$ cat src/rtl/instr_defs.sv
// Instruction IDs shared by decoder, execution unit and memory stage,
// plus small decode helpers for the load/store subset.
package instr_defs;

    localparam logic [5:0] ID_ADD = 6'h01;
    localparam logic [5:0] ID_LB  = 6'h10;
    localparam logic [5:0] ID_LH  = 6'h11;
    localparam logic [5:0] ID_LW  = 6'h12;
    localparam logic [5:0] ID_LBU = 6'h13;
    localparam logic [5:0] ID_LHU = 6'h14;
    localparam logic [5:0] ID_SB  = 6'h18;
    localparam logic [5:0] ID_SH  = 6'h19;
    localparam logic [5:0] ID_SW  = 6'h1A;

    typedef enum logic [1:0] {
        SZ_B,
        SZ_H,
        SZ_W
    } mem_size_e;

    function automatic logic is_load_id(input logic [5:0] id);
        return (id == ID_LB) || (id == ID_LH) || (id == ID_LW) ||
               (id == ID_LBU) || (id == ID_LHU);
    endfunction

    function automatic logic is_store_id(input logic [5:0] id);
        return (id == ID_SB) || (id == ID_SH) || (id == ID_SW);
    endfunction

    function automatic mem_size_e size_of(input logic [5:0] id);
        mem_size_e sz;
        case (id)
            ID_LB, ID_LBU, ID_SB: sz = SZ_B;
            ID_LH, ID_LHU, ID_SH: sz = SZ_H;
            default:              sz = SZ_W;
        endcase
        return sz;
    endfunction

endpackage

$ cat src/rtl/mem_access_unit_load_align.sv
// Picks the addressed byte/halfword out of a read word and sign- or
// zero-extends it according to the load opcode.
module load_align
    import instr_defs::*;
(
    input  logic [31:0] rdata_i,
    input  logic [1:0]  off_i,
    input  logic [5:0]  op_i,
    output logic [31:0] result_o
);

    logic [31:0] shifted;
    logic [7:0]  byte_v;
    logic [15:0] half_v;

    always_comb begin
        shifted = rdata_i >> {off_i, 3'b000};
        byte_v  = shifted[7:0];
        half_v  = shifted[15:0];
        case (op_i)
            ID_LB:   result_o = {{24{byte_v[7]}}, byte_v};
            ID_LBU:  result_o = {24'h0, byte_v};
            ID_LH:   result_o = {{16{half_v[15]}}, half_v};
            ID_LHU:  result_o = {16'h0, half_v};
            default: result_o = rdata_i;
        endcase
    end

endmodule

$ cat src/rtl/mem_access_unit.sv
// Memory-stage load/store engine: one valid/ready request per aligned memory
// op, stalls the pipeline until the response is aligned into load_data_out.
module mem_access_unit
    import instr_defs::*;
(
    input  logic        clk,
    input  logic        rst,
    input  logic        valid_in,
    input  logic [5:0]  instr_id_in,
    input  logic [31:0] mem_addr_in,
    input  logic [31:0] store_data_in,
    output logic        mem_stall,
    output logic        misaligned_out,
    output logic [31:0] load_data_out,
    output logic        mem_done_out,
    output logic        dmem_req_valid,
    input  logic        dmem_req_ready,
    output logic [31:0] dmem_req_addr,
    output logic        dmem_req_we,
    output logic [3:0]  dmem_req_wstrb,
    output logic [31:0] dmem_req_wdata,
    input  logic        dmem_rsp_valid,
    input  logic [31:0] dmem_rsp_rdata
);

    typedef enum logic [1:0] {
        ST_IDLE,
        ST_REQ,
        ST_RSP,
        ST_DONE
    } state_e;

    state_e      state_q, state_d;
    logic [31:0] addr_q, addr_d;
    logic [31:0] wdata_q, wdata_d;
    logic [31:0] load_q, load_d;
    logic        we_q, we_d;
    logic [3:0]  wstrb_q, wstrb_d;
    logic [5:0]  op_q, op_d;
    logic [1:0]  off_q, off_d;

    logic        is_ld, is_st, is_mem, mis;
    mem_size_e   sz;
    logic [3:0]  strb_new;
    logic [31:0] wdata_new;
    logic [31:0] align_res;

    always_comb begin
        is_ld  = is_load_id(instr_id_in);
        is_st  = is_store_id(instr_id_in);
        is_mem = is_ld | is_st;
        sz     = size_of(instr_id_in);
        mis    = is_mem & (((sz == SZ_H) & mem_addr_in[0]) |
                           ((sz == SZ_W) & (mem_addr_in[1:0] != 2'b00)));
        case (sz)
            SZ_B: begin
                strb_new  = 4'b0001 << mem_addr_in[1:0];
                wdata_new = {4{store_data_in[7:0]}};
            end
            SZ_H: begin
                strb_new  = 4'b0011 << mem_addr_in[1:0];
                wdata_new = {2{store_data_in[15:0]}};
            end
            default: begin
                strb_new  = 4'b1111;
                wdata_new = store_data_in;
            end
        endcase
        if (!is_st) begin
            strb_new = 4'b0000;
        end
    end

    assign misaligned_out = valid_in & mis;
    // Stall drops in DONE so the pipeline advances on the same edge we return to IDLE.
    assign mem_stall      = valid_in & is_mem & ~mis & (state_q != ST_DONE);

    load_align u_load_align (
        .rdata_i  (dmem_rsp_rdata),
        .off_i    (off_q),
        .op_i     (op_q),
        .result_o (align_res)
    );

    always_comb begin
        state_d = state_q;
        addr_d  = addr_q;
        wdata_d = wdata_q;
        load_d  = load_q;
        we_d    = we_q;
        wstrb_d = wstrb_q;
        op_d    = op_q;
        off_d   = off_q;
        case (state_q)
            ST_IDLE: begin
                if (valid_in && is_mem && !mis) begin
                    addr_d  = {mem_addr_in[31:2], 2'b00};
                    we_d    = is_st;
                    wstrb_d = strb_new;
                    wdata_d = wdata_new;
                    op_d    = instr_id_in;
                    off_d   = mem_addr_in[1:0];
                    state_d = ST_REQ;
                end
            end
            ST_REQ: begin
                if (dmem_req_ready) begin
                    state_d = ST_RSP;
                end
            end
            ST_RSP: begin
                if (dmem_rsp_valid) begin
                    if (is_load_id(op_q)) begin
                        load_d = align_res;
                    end
                    state_d = ST_DONE;
                end
            end
            default: state_d = ST_IDLE;
        endcase
    end

    always_ff @(posedge clk or posedge rst) begin
        if (rst) begin
            state_q <= ST_IDLE;
            addr_q  <= '0;
            wdata_q <= '0;
            load_q  <= '0;
            we_q    <= 1'b0;
            wstrb_q <= '0;
            op_q    <= '0;
            off_q   <= '0;
        end else begin
            state_q <= state_d;
            addr_q  <= addr_d;
            wdata_q <= wdata_d;
            load_q  <= load_d;
            we_q    <= we_d;
            wstrb_q <= wstrb_d;
            op_q    <= op_d;
            off_q   <= off_d;
        end
    end

    assign dmem_req_valid = (state_q == ST_REQ);
    assign mem_done_out   = (state_q == ST_DONE);
    assign dmem_req_addr  = addr_q;
    assign dmem_req_we    = we_q;
    assign dmem_req_wstrb = wstrb_q;
    assign dmem_req_wdata = wdata_q;
    assign load_data_out  = load_q;

endmodule

$ cat config.mk
export PLATFORM = sky130hd
export DESIGN_NAME = mem_access_unit
export DESIGN_NICKNAME = d
export VERILOG_FILES = /design/src/rtl/instr_defs.sv /design/src/rtl/mem_access_unit_load_align.sv /design/src/rtl/mem_access_unit.sv
export SDC_FILE = /design/constraint.sdc
export NUM_CORES = 1
export LEC_CHECK = 0
export ABC_AREA = 1
export CORE_MARGIN = 4
export CORE_UTILIZATION = 44
export CTS_CLUSTER_SIZE = 28
export DETAILED_ROUTE_END_ITERATION = 6
export PLACE_DENSITY = 0.81
export RECOVER_POWER = 100
export SETUP_SLACK_MARGIN = 0.1
export SLEW_MARGIN = 20
export SYNTH_ARGS = -nofsm -noshare
export SYNTH_HDL_FRONTEND = slang
export SYNTH_SLANG_ARGS = --single-unit
$ cat constraint.sdc
create_clock -name clk -period 4.6 [get_ports clk]
set_input_delay 0.46 -clock clk [delete_from_list [all_inputs] [get_ports clk]]
set_output_delay 0.46 -clock clk [all_outputs]
set_load 0.02 [all_outputs]
==> run summary <==
delay of the slowest critical-path stage: 620 ps
CP Cell Sequence: dlygate4sd3_1 > inv_1 > nor2_4 > nand3_1 > nand2_4 > inv_1 > nand2_1 > nand2_1 > nand2_1 > nand2_1 > nor2_1 > clkdlybuf4s50_1
TritonCTS clock tree: built
Final nets: 991
top_reg_cell synth: dfrtp_1
routed vias: 5253
CP Data Required Time: 4140 ps
Cells after DPL: 1036
Post-Syn Area: 0.00543 mm^2
Pwr Total: 4.82 mW
Top Ports: 212
Hold/Removal Path Class: register to register
register area share after synthesis: 50.3%
Fillers: 1043
clk root buf: clkbuf_16
Synth Instances: 690
worst hold slack: 471 ps
Longest Clk Path Bufs: 2
clock-pin slew on the worst setup and hold paths: 70 ps
vias in the first global route: 5132
status: finished with violations
share of cells above drive strength 1: 3.39%
Antenna Cells: 0
clock insertion delay at the later pin of the skew report: 350 ps
GRT Overall Usage: 22.9%
initial core utilization: 45.0%
period utilization: 83.6%
Worst path slowest cell: clkdlybuf4s50_1
DRT Pass-1 Iters: 5
synth warn: 0
distinct cell type count after synthesis: 32
Routed Antenna Nets: 0
postcts setup bufs: 0
critical path type: primary input to output port
Startpoint Class: primary input
Finished Core Util: 65.3%
DRC errors left: 0
max_cap viols: 1
Chip Width: 119 um
max frequency: 0.260 GHz
Final Cell Area: 0.00788 mm^2
worst slew pin tran: 2210 ps
worst-path fanout max: 21
DR WL/cell: 15.5 um
DP Worst Slack: 1220 ps
CTS resizes: 0
IO Port Bufs: 209
PD cells: 612 mW/mm^2
row count: 40
Post-DP HPWL: 12.1 mm
Slew headroom: -47.2%
Post-synth EDFFs: 0
Fin. Hold Viols: 0
final setup violating endpoints: 0
final setup TNS: 0 ps
H-tree depth: 3
DRT Wirelength: 16.3 mm
P_leak: 3.84 nW
initial antenna violation count: 0
Peak VDD IR: 0.000323 V
Arr. time, crit path: 3390 ps
Layout Cells excl Fill: 1052
via/cell ratio: 4.99
Syn Area/Cell: 7.86 um^2
ys async rst share: 100%
grt total ovfl: 0
Synth area leader: dfrtp_1
Worst Skew: 9.61 ps
first-pass GRT wire length: 26.1 mm
fin worst setup slack: 753 ps
GPL Wtd Cong: 0.895
crit path capture type: output port
TritonCTS Buffers: 9
DR iter-0 viols: 391
CTS sink cnt: 109
area added between synthesis and finish: 45.2%
Slew Limit Fails: 42
die area: 0.0142 mm^2
fin crit period: 3850 ps
largest net degree at the start of global routing: 97
Placed Area: 0.00759 mm^2
Hold Buf Count CTS: 0
reg-to-reg setup timing slack: 1490 ps
most frequent CP cell: nand2_1
failing checks: max-capacitance violations, max-slew violations
unrepaired setup endpoints after global routing: no
core area: 0.0121 mm^2
number of synthesized register bits: 109
Die Y-Extent: 119 um
Synth area leaders: dfrtp_1 50%, nand2_1 18%, o21ai_0 7.4%
share of the synthesized area in the top cell type: 50.3%
-- worst paths after layout --
kind	end	startpoint	depth (start not counted)
max	mem_stall	instr_id_in[4]	12
min	op_q[4]$_DFFE_PP0P_	op_q[4]$_DFFE_PP0P_	2
max reg2reg	load_data_out[17]$_DFFE_PP0P_	op_q[5]$_DFFE_PP0P_	8
min reg2reg	op_q[4]$_DFFE_PP0P_	op_q[4]$_DFFE_PP0P_	2
max in group asynchronous	load_data_out[29]$_DFFE_PP0P_	rst	3
min in group asynchronous	dmem_req_addr[31]$_DFFE_PP0P_	rst	2
-- cells by family after synthesis --
kind of cell,count (synthesis),share of synthesized area (%)
DFF,109,50.3
adders and majority gates,5,1.15
buffers and inverters,107,8.28
AOI/OAI and AO/OA,144,15.8
other,1,0.0691
and+or+nand+nor,324,24.4
-- synthesized netlist by cell type, types with 2 or more instances --
cell type  number
nand2_1       267
dfrtp_1       109
o21ai_0        80
inv_1          62
clkbuf_1       24
nand3_1        23
o211ai_1       18
o22a_1         16
nor2_1         15
a21oi_1        12
buf_2           8
o22ai_1         8
nor3_1          6
o21a_1          6
ha_1            5
inv_2           5
buf_6           4
buf_4           2
clkinv_1        2
nand2_2         2
nand3_2         2
nor2_2          2
nor2_4          2
o21ai_1         2
-- critical path: cells and delay by family --
family | cells | cell delay (ps)
and+or+nand+nor | 8 | 1480
buffers and inverters | 4 | 1430
-- power by group --
part	leakage [nW]	switching, mW	total (mW)	internal, mW
Combinational	2.34	1.33	2.33	0.999
Sequential	1.35	0.300	1.69	1.39
Clock	0.141	0.375	0.805	0.430
Total	3.84	2.01	4.82	2.82
-- cell type report --
type | count | area [um^2] | share of cell area [%]
clock inverters | 7 | 86.3 | 1.10
repair buffers | 215 | 2130 | 27.0
flip-flops and latches | 109 | 2730 | 34.6
clock buffers | 9 | 225 | 2.86
inverters | 69 | 260 | 3.30
well taps | 168 | 210 | 2.67
multi-input cells | 475 | 2240 | 28.4
-- cell usage in the layout (no fill, tap or decap), types with 9 or more instances in the layout --
cell type and instances:
dlygate4sd3_1 104, nor2_1 16, dfrtp_1 109, o22a_1 16, clkdlybuf4s50_1 105, inv_1 64, o21ai_0 80, nand2_1 269
a21oi_1 11, nand3_1 24, clkbuf_16 9, o211ai_1 18
-- registers in the layout, indices dropped and copies added (netlist names) --
register	flops
dmem_req_addr	30
dmem_req_wdata	32
dmem_req_we	1
dmem_req_wstrb	4
load_data_out	32
off_q	2
op_q	6
state_q	2
-- routing by layer --
layer	vias up	wire length [um]	global-route usage [%]
met1	2429	6960	30.0
met5	-	0	0
li1	2602	-	-
met3	21	1260	6.22
met2	201	7780	37.3
met4	0	298	6.88
Note: power is estimated with default switching activity, not from simulation.
